[config.mk]
export PLATFORM = sky130hd
export DESIGN_NAME = stepdown_deadtime_seq
export DESIGN_NICKNAME = d
export VERILOG_FILES = /design/src/rtl/stepdown_deadtime_seq.sv
export SDC_FILE = /design/constraint.sdc
export NUM_CORES = 1
export LEC_CHECK = 0
export BUFFER_PORTS_ARGS = -buffer_cell sky130_fd_sc_hd__buf_2
export CAP_MARGIN = 10
export CORE_AREA = 2 2 54 56
export DETAILED_ROUTE_END_ITERATION = 12
export DIE_AREA = 0 0 56 58
export HOLD_SLACK_MARGIN = 0.06
export PLACE_DENSITY = 0.68
export SLEW_MARGIN = 15
export SYNTH_ARGS = -nofsm -noshare
export SYNTH_HDL_FRONTEND = slang
export SYNTH_SLANG_ARGS = --single-unit
[constraint.sdc]
create_clock -name CELCLK -period 5.53 [get_ports CELCLK]
set_input_delay 0.553 -clock CELCLK [delete_from_list [all_inputs] [get_ports CELCLK]]
set_output_delay 0.553 -clock CELCLK [all_outputs]
set_load 0.05 [all_outputs]
[src/rtl/stepdown_deadtime_seq.sv]
// Break-before-make sequencer for the stepdown high-side/low-side drive enables.
// Inserts a programmable dead time after confirmed turn-off and traps stuck or
// overlapping drive feedback into a sticky fault state.
module stepdown_deadtime_seq #(
    parameter int unsigned DT_W      = 4,
    parameter int unsigned TO_CYCLES = 15,
    parameter int unsigned TO_W      = 4
) (
    input  logic            CELCLK,
    input  logic            CELRSTN,
    input  logic            CELV,
    input  logic            CELG,
    input  logic            CELSUB,
    input  logic            en,
    input  logic            pwm,
    input  logic [DT_W-1:0] dt_cfg,
    input  logic            hs_fb,
    input  logic            ls_fb,
    input  logic            fault_clr,
    output logic            hs_en,
    output logic            ls_en,
    output logic            busy,
    output logic            fault,
    output logic [1:0]      fault_code
);

    localparam logic [TO_W-1:0] TO_LIMIT   = TO_W'(TO_CYCLES);
    localparam logic [1:0]      CODE_NONE  = 2'b00;
    localparam logic [1:0]      CODE_TOUT  = 2'b01;
    localparam logic [1:0]      CODE_SHOOT = 2'b10;

    typedef enum logic [2:0] {
        ST_OFF,
        ST_DEAD,
        ST_HS_ON,
        ST_LS_ON,
        ST_TOFF_HS,
        ST_TOFF_LS,
        ST_FAULT
    } state_t;

    state_t          state_q, state_d;
    logic [DT_W-1:0] dcnt_q, dcnt_d;
    logic [TO_W-1:0] tcnt_q, tcnt_d;
    logic [1:0]      code_d;
    logic            hs_en_d, ls_en_d, busy_d, fault_d;
    logic            hs_m, ls_m, hs_s, ls_s;
    logic [DT_W-1:0] dt_load;
    logic [TO_W-1:0] tcnt_inc;
    logic            shoot;

    // Supply/ground/substrate pins exist only for the physical view.
    logic unused_supplies;
    assign unused_supplies = CELV ^ CELG ^ CELSUB;

    // A zero dead-time setting still guarantees one both-low cycle.
    assign dt_load  = (dt_cfg == '0) ? DT_W'(1) : dt_cfg;
    // Timeout counter saturates instead of wrapping.
    assign tcnt_inc = (tcnt_q == '1) ? tcnt_q : tcnt_q + TO_W'(1);
    assign shoot    = hs_s & ls_s;

    // Two-flop synchronizers for the asynchronous delay-cell feedback.
    always_ff @(posedge CELCLK or negedge CELRSTN) begin
        if (!CELRSTN) begin
            hs_m <= 1'b0;
            ls_m <= 1'b0;
            hs_s <= 1'b0;
            ls_s <= 1'b0;
        end else begin
            hs_m <= hs_fb;
            ls_m <= ls_fb;
            hs_s <= hs_m;
            ls_s <= ls_m;
        end
    end

    // State, counters and registered outputs.
    always_ff @(posedge CELCLK or negedge CELRSTN) begin
        if (!CELRSTN) begin
            state_q    <= ST_OFF;
            dcnt_q     <= '0;
            tcnt_q     <= '0;
            fault_code <= CODE_NONE;
            hs_en      <= 1'b0;
            ls_en      <= 1'b0;
            busy       <= 1'b0;
            fault      <= 1'b0;
        end else begin
            state_q    <= state_d;
            dcnt_q     <= dcnt_d;
            tcnt_q     <= tcnt_d;
            fault_code <= code_d;
            hs_en      <= hs_en_d;
            ls_en      <= ls_en_d;
            busy       <= busy_d;
            fault      <= fault_d;
        end
    end

    // Next-state, counter and output decode; enables follow the next state so
    // only one side can ever be selected in a given cycle.
    always_comb begin
        state_d = state_q;
        dcnt_d  = dcnt_q;
        tcnt_d  = '0;
        code_d  = fault_code;

        case (state_q)
            ST_OFF: begin
                if (en && !hs_s && !ls_s) begin
                    state_d = ST_DEAD;
                    dcnt_d  = dt_load;
                end
            end
            ST_DEAD: begin
                if (dcnt_q > DT_W'(1)) begin
                    dcnt_d = dcnt_q - DT_W'(1);
                end else if (!en) begin
                    state_d = ST_OFF;
                end else if (pwm && !ls_s) begin
                    state_d = ST_HS_ON;
                end else if (!pwm && !hs_s) begin
                    state_d = ST_LS_ON;
                end
            end
            ST_HS_ON: begin
                if (!pwm || !en) begin
                    state_d = ST_TOFF_HS;
                end
            end
            ST_LS_ON: begin
                if (pwm || !en) begin
                    state_d = ST_TOFF_LS;
                end
            end
            ST_TOFF_HS: begin
                if (!hs_s) begin
                    state_d = ST_DEAD;
                    dcnt_d  = dt_load;
                end else if (tcnt_inc >= TO_LIMIT) begin
                    state_d = ST_FAULT;
                    code_d  = CODE_TOUT;
                end else begin
                    tcnt_d = tcnt_inc;
                end
            end
            ST_TOFF_LS: begin
                if (!ls_s) begin
                    state_d = ST_DEAD;
                    dcnt_d  = dt_load;
                end else if (tcnt_inc >= TO_LIMIT) begin
                    state_d = ST_FAULT;
                    code_d  = CODE_TOUT;
                end else begin
                    tcnt_d = tcnt_inc;
                end
            end
            ST_FAULT: begin
                if (fault_clr && !hs_s && !ls_s) begin
                    state_d = ST_OFF;
                    code_d  = CODE_NONE;
                end
            end
            default: begin
                state_d = ST_OFF;
            end
        endcase

        // Overlapping feedback outranks every other transition, including a timeout.
        if (shoot && (state_q != ST_FAULT)) begin
            state_d = ST_FAULT;
            code_d  = CODE_SHOOT;
            tcnt_d  = '0;
        end

        hs_en_d = (state_d == ST_HS_ON);
        ls_en_d = (state_d == ST_LS_ON);
        busy_d  = (state_d == ST_DEAD) || (state_d == ST_TOFF_HS) || (state_d == ST_TOFF_LS);
        fault_d = (state_d == ST_FAULT);
    end

endmodule
==> metrics.txt <==
# TYPE chip_impl_metric gauge
chip_impl_metric{name="syn_area",unit="um^2"} 1250
chip_impl_info{name="gr-max-usage-layer",value="met2"} 1
chip_impl_metric{name="layout-drive-gt1-share",unit="%"} 25.4
chip_impl_metric{name="finalSetupTns",unit="ps"} 0
chip_impl_metric{name="design.die.area",unit="um^2"} 3250
chip_impl_metric{name="finalNetCount",unit=""} 156
chip_impl_metric{name="routabilityCongestion",unit=""} 0.804
chip_impl_metric{name="layout_setup_ws",unit="ps"} 3420
chip_impl_metric{name="first_global_vias",unit=""} 897
chip_impl_metric{name="yosys_warnings",unit=""} 0
chip_impl_info{name="clk_root_buffer_cell",value="sky130_fd_sc_hd__clkbuf_4"} 1
chip_impl_metric{name="synth_seq_cells",unit=""} 21
chip_impl_metric{name="ant_nets",unit=""} 0
chip_impl_metric{name="synth-edff-count",unit=""} 0
chip_impl_metric{name="cts_hold_buf",unit=""} 0
chip_impl_metric{name="globalRouteTotalUtil",unit="%"} 16.5
chip_impl_info{name="synth.most_common_cell",value="sky130_fd_sc_hd__dfrtp_1"} 1
chip_impl_metric{name="final-seq-area",unit="um^2"} 526
chip_impl_metric{name="syn_to_final_growth",unit="%"} 8.52
chip_impl_metric{name="htree_num_levels",unit=""} 1
chip_impl_info{name="tritoncts_clock_tree",value="built"} 1
chip_impl_metric{name="synth-compound-area-share",unit="%"} 19.4
chip_impl_metric{name="detailedPlacementHpwl",unit="um"} 1830
chip_impl_metric{name="insertedDiodeCount",unit=""} 0
chip_impl_metric{name="synth_cells",unit=""} 124
chip_impl_metric{name="floorplan.initialDensity",unit="%"} 46.9
chip_impl_metric{name="max_freq",unit="MHz"} 474
chip_impl_metric{name="initial_drc_count",unit=""} 24
chip_impl_info{name="critPathCaptureType",value="flop"} 1
chip_impl_metric{name="post_synthesis_mux_area_share",unit="%"} 3.61
chip_impl_metric{name="max-clock-path-buffers",unit=""} 2
chip_impl_metric{name="reg2reg_slack",unit="ps"} 3420
chip_impl_metric{name="top_level_ports",unit=""} 20
chip_impl_metric{name="routed_via_density",unit=""} 5.62
chip_impl_metric{name="multi_input_area",unit="um^2"} 658
chip_impl_info{name="ys_dominant_reg_cell",value="sky130_fd_sc_hd__dfrtp_1"} 1
chip_impl_metric{name="fp-row-count",unit=""} 19
chip_impl_metric{name="maximum_number_of_pins_on_one_net_before_global_route_repair",unit=""} 22
chip_impl_metric{name="insertion_delay",unit="ps"} 310
chip_impl_metric{name="fin_util",unit="%"} 50.9
chip_impl_metric{name="finalWirelength",unit="um"} 2370
chip_impl_metric{name="number_of_max_slew_violations_in_the_final_report",unit=""} 0
chip_impl_metric{name="fillCellCount",unit=""} 248
chip_impl_metric{name="preCtsSetupSlack",unit="ps"} 3480
chip_impl_metric{name="syn-num-nets",unit=""} 141
chip_impl_metric{name="postSynthAreaPerCell",unit="um^2"} 10.1
chip_impl_metric{name="worstMarginPinSlew",unit="ps"} 517
chip_impl_metric{name="drt_drc_violations_left",unit=""} 0
chip_impl_metric{name="min_cycle_time_layout",unit="ps"} 2110
chip_impl_metric{name="portion_of_the_clock_cycle_consumed_by_the_worst_path_in_the_final_layout",unit="%"} 38.1
chip_impl_metric{name="synth_simple_gate_area_share",unit="%"} 23.8
chip_impl_metric{name="tritoncts.num_buffers",unit=""} 3
chip_impl_metric{name="post_synth_num_cell_types",unit=""} 50
chip_impl_metric{name="yosys.area_share.adder",unit="%"} 3.01
chip_impl_metric{name="grt_util_met3",unit="%"} 4.91
chip_impl_metric{name="grt_antenna_before_repair",unit=""} 0
chip_impl_metric{name="finalSetupViolCount",unit=""} 0
chip_impl_metric{name="area_share_of_xor_xnor_cells_in_the_synthesized_design",unit="%"} 2.81
chip_impl_metric{name="overflow",unit=""} 0
chip_impl_metric{name="fp.dieH",unit="um"} 58
chip_impl_metric{name="cp.arrival",unit="ps"} 2350
chip_impl_info{name="hold_path.class",value="in -> async"} 1
chip_impl_metric{name="max-vdd-ir-drop",unit="mV"} 0.263
chip_impl_metric{name="asyncSetResetFlopFracSynth",unit="%"} 100
chip_impl_metric{name="dieWidth",unit="um"} 56
chip_impl_metric{name="timing.final.hold_violations",unit=""} 0
chip_impl_metric{name="grt.met2_usage",unit="%"} 25.9
chip_impl_metric{name="share_of_the_yosys_chip_area_belonging_to_registers",unit="%"} 42.1
chip_impl_info{name="outcome",value="completed"} 1
chip_impl_info{name="synth_largest_area_cell",value="sky130_fd_sc_hd__dfrtp_1"} 1
chip_impl_metric{name="power_leakage",unit="nW"} 0.630
chip_impl_metric{name="grt_first_pass_wirelength",unit="um"} 4200
chip_impl_metric{name="finalClockSkew",unit="ps"} 16.6
chip_impl_info{name="netlist_top_cells_area",value="sky130_fd_sc_hd__dfrtp_1 42%, sky130_fd_sc_hd__ha_1 3.0%, sky130_fd_sc_hd__nor2_1 3.0%"} 1
chip_impl_metric{name="firstDrtPassIters",unit=""} 4
chip_impl_metric{name="cts_post_setup_buffers_inserted",unit=""} 0
chip_impl_metric{name="numPortBuffers",unit=""} 16
chip_impl_metric{name="total_power_density_per_cell_area",unit="nW/um^2"} 477
chip_impl_metric{name="count_of_max_cap_constraint_violations",unit=""} 0
chip_impl_metric{name="postCtsResizedCells",unit=""} 0
chip_impl_info{name="start_kind",value="flop"} 1
chip_impl_metric{name="yosys.area.top_type_share",unit="%"} 42.1
chip_impl_info{name="synth_commonest_cells",value="21 x sky130_fd_sc_hd__dfrtp_1, 10 x sky130_fd_sc_hd__nor2_1, 8 x sky130_fd_sc_hd__nand2_1"} 1
chip_impl_metric{name="groute.layer.met1.usage",unit="%"} 22.9
chip_impl_metric{name="timing.slew.headroom",unit="%"} 65.5
chip_impl_info{name="rsz0062_at_grt",value="false"} 1
chip_impl_metric{name="clk_transition_reported_paths",unit="ps"} 130
chip_impl_metric{name="vias",unit=""} 950
chip_impl_info{name="synth_top_family_by_area",value="simple AND/OR/NAND/NOR gates"} 1
chip_impl_metric{name="avgRoutedWirePerCell",unit="um"} 14.0
chip_impl_metric{name="crit_fanout",unit=""} 6
chip_impl_metric{name="core",unit="um^2"} 2660
chip_impl_metric{name="cts.sinks",unit=""} 21
chip_impl_info{name="setup.worst_path.class",value="reg -> reg"} 1
chip_impl_metric{name="cp.required",unit="ps"} 5770
worst max-delay path, stage by stage (launching register included):
cell and delay, ps:
sky130_fd_sc_hd__dfrtp_1 460, sky130_fd_sc_hd__ha_1 300, sky130_fd_sc_hd__and4_2 240, sky130_fd_sc_hd__a32oi_2 260
sky130_fd_sc_hd__nor3_2 120, sky130_fd_sc_hd__nor4_4 450, sky130_fd_sc_hd__o211a_1 210
power by group:
group	leakage, nW	total (W)	internal [W]	switching [W]
clock network	0.0139	0.0000766	0.0000275	0.0000491
registers	0.261	0.000254	0.000196	0.0000584
logic	0.355	0.000315	0.000126	0.000189
total	0.630	0.000646	0.000349	0.000297
cell usage in the layout, fill, tap and decap left out, types with 2 or more instances in the layout:
master	synthesis	layout
sky130_fd_sc_hd__xor2_1	3	3
sky130_fd_sc_hd__ha_1	3	3
sky130_fd_sc_hd__clkbuf_4	1	3
sky130_fd_sc_hd__inv_1	6	6
sky130_fd_sc_hd__nor3b_1	2	2
sky130_fd_sc_hd__nand2_1	8	8
sky130_fd_sc_hd__o221a_2	2	2
sky130_fd_sc_hd__nand2b_1	2	2
sky130_fd_sc_hd__a21oi_1	4	4
sky130_fd_sc_hd__dfrtp_1	21	21
sky130_fd_sc_hd__mux2i_1	3	3
sky130_fd_sc_hd__o21ai_0	5	5
sky130_fd_sc_hd__o211ai_1	3	3
sky130_fd_sc_hd__and2_1	2	2
sky130_fd_sc_hd__nor3_2	2	2
sky130_fd_sc_hd__nand3_1	6	6
sky130_fd_sc_hd__buf_2	1	16
sky130_fd_sc_hd__nor2_1	10	10
sky130_fd_sc_hd__nor3_1	4	4
sky130_fd_sc_hd__nor2b_1	4	4
final cells by class:
type / instances / share of cell area (%)
multi-input combinational: 91 / 48.6
sequential: 21 / 38.8
timing repair buffer: 16 / 5.91
tap: 31 / 2.86
clock buffer: 3 / 1.66
inverter: 6 / 1.66
clock inverter: 1 / 0.554
per-stage QoR:
step                      power [W]  std cells  area (um^2)  hold slack [ps]
final                      0.000646        169         1360              162
after global routing       0.000701        169         1360              188
after CTS                  0.000650        169         1360              177
after detailed placement   0.000572        165         1330              339
after global placement     0.000559        165         1330              336
after floorplan            0.000520        124         1250              257
logic make-up (layout without fill, tap and decap cells):
group                      Yosys count  after routing
and+or+nand+nor                     50             50
AOI/OAI and AO/OA                   30             30
DFF                                 21             21
buffers and inverters               12             26
xor gates and xnor gates             4              4
muxes                                4              4
adders and majority gates            3              3
sequential cells by signal, summed over array words and instances, names as in the netlist:
signal / flops
ls_en: 1
busy: 1
tcnt_q: 4
state_q: 3
fault_code: 2
dcnt_q: 4
hs_m: 1
hs_en: 1
ls_m: 1
hs_s: 1
ls_s: 1
fault: 1
path summary, 6_finish.rpt:
kind / start / to / cells after the start
min in group CELCLK: hs_fb / hs_m / 1
setup / recovery: tcnt_q[0] / busy / 6
hold reg to reg: hs_m / hs_s / 0
max in group asynchronous: CELRSTN / busy / 1
setup reg to reg: tcnt_q[0] / busy / 6
hold / removal: CELRSTN / tcnt_q[3] / 1
metal layers:
layer / wire, um / up-vias
li1: - / 478
met1: 1080 / 442
met2: 1120 / 26
met3: 127 / 4
met4: 35 / 0
met5: 0 / -
Power figures use the tool's default switching activity.
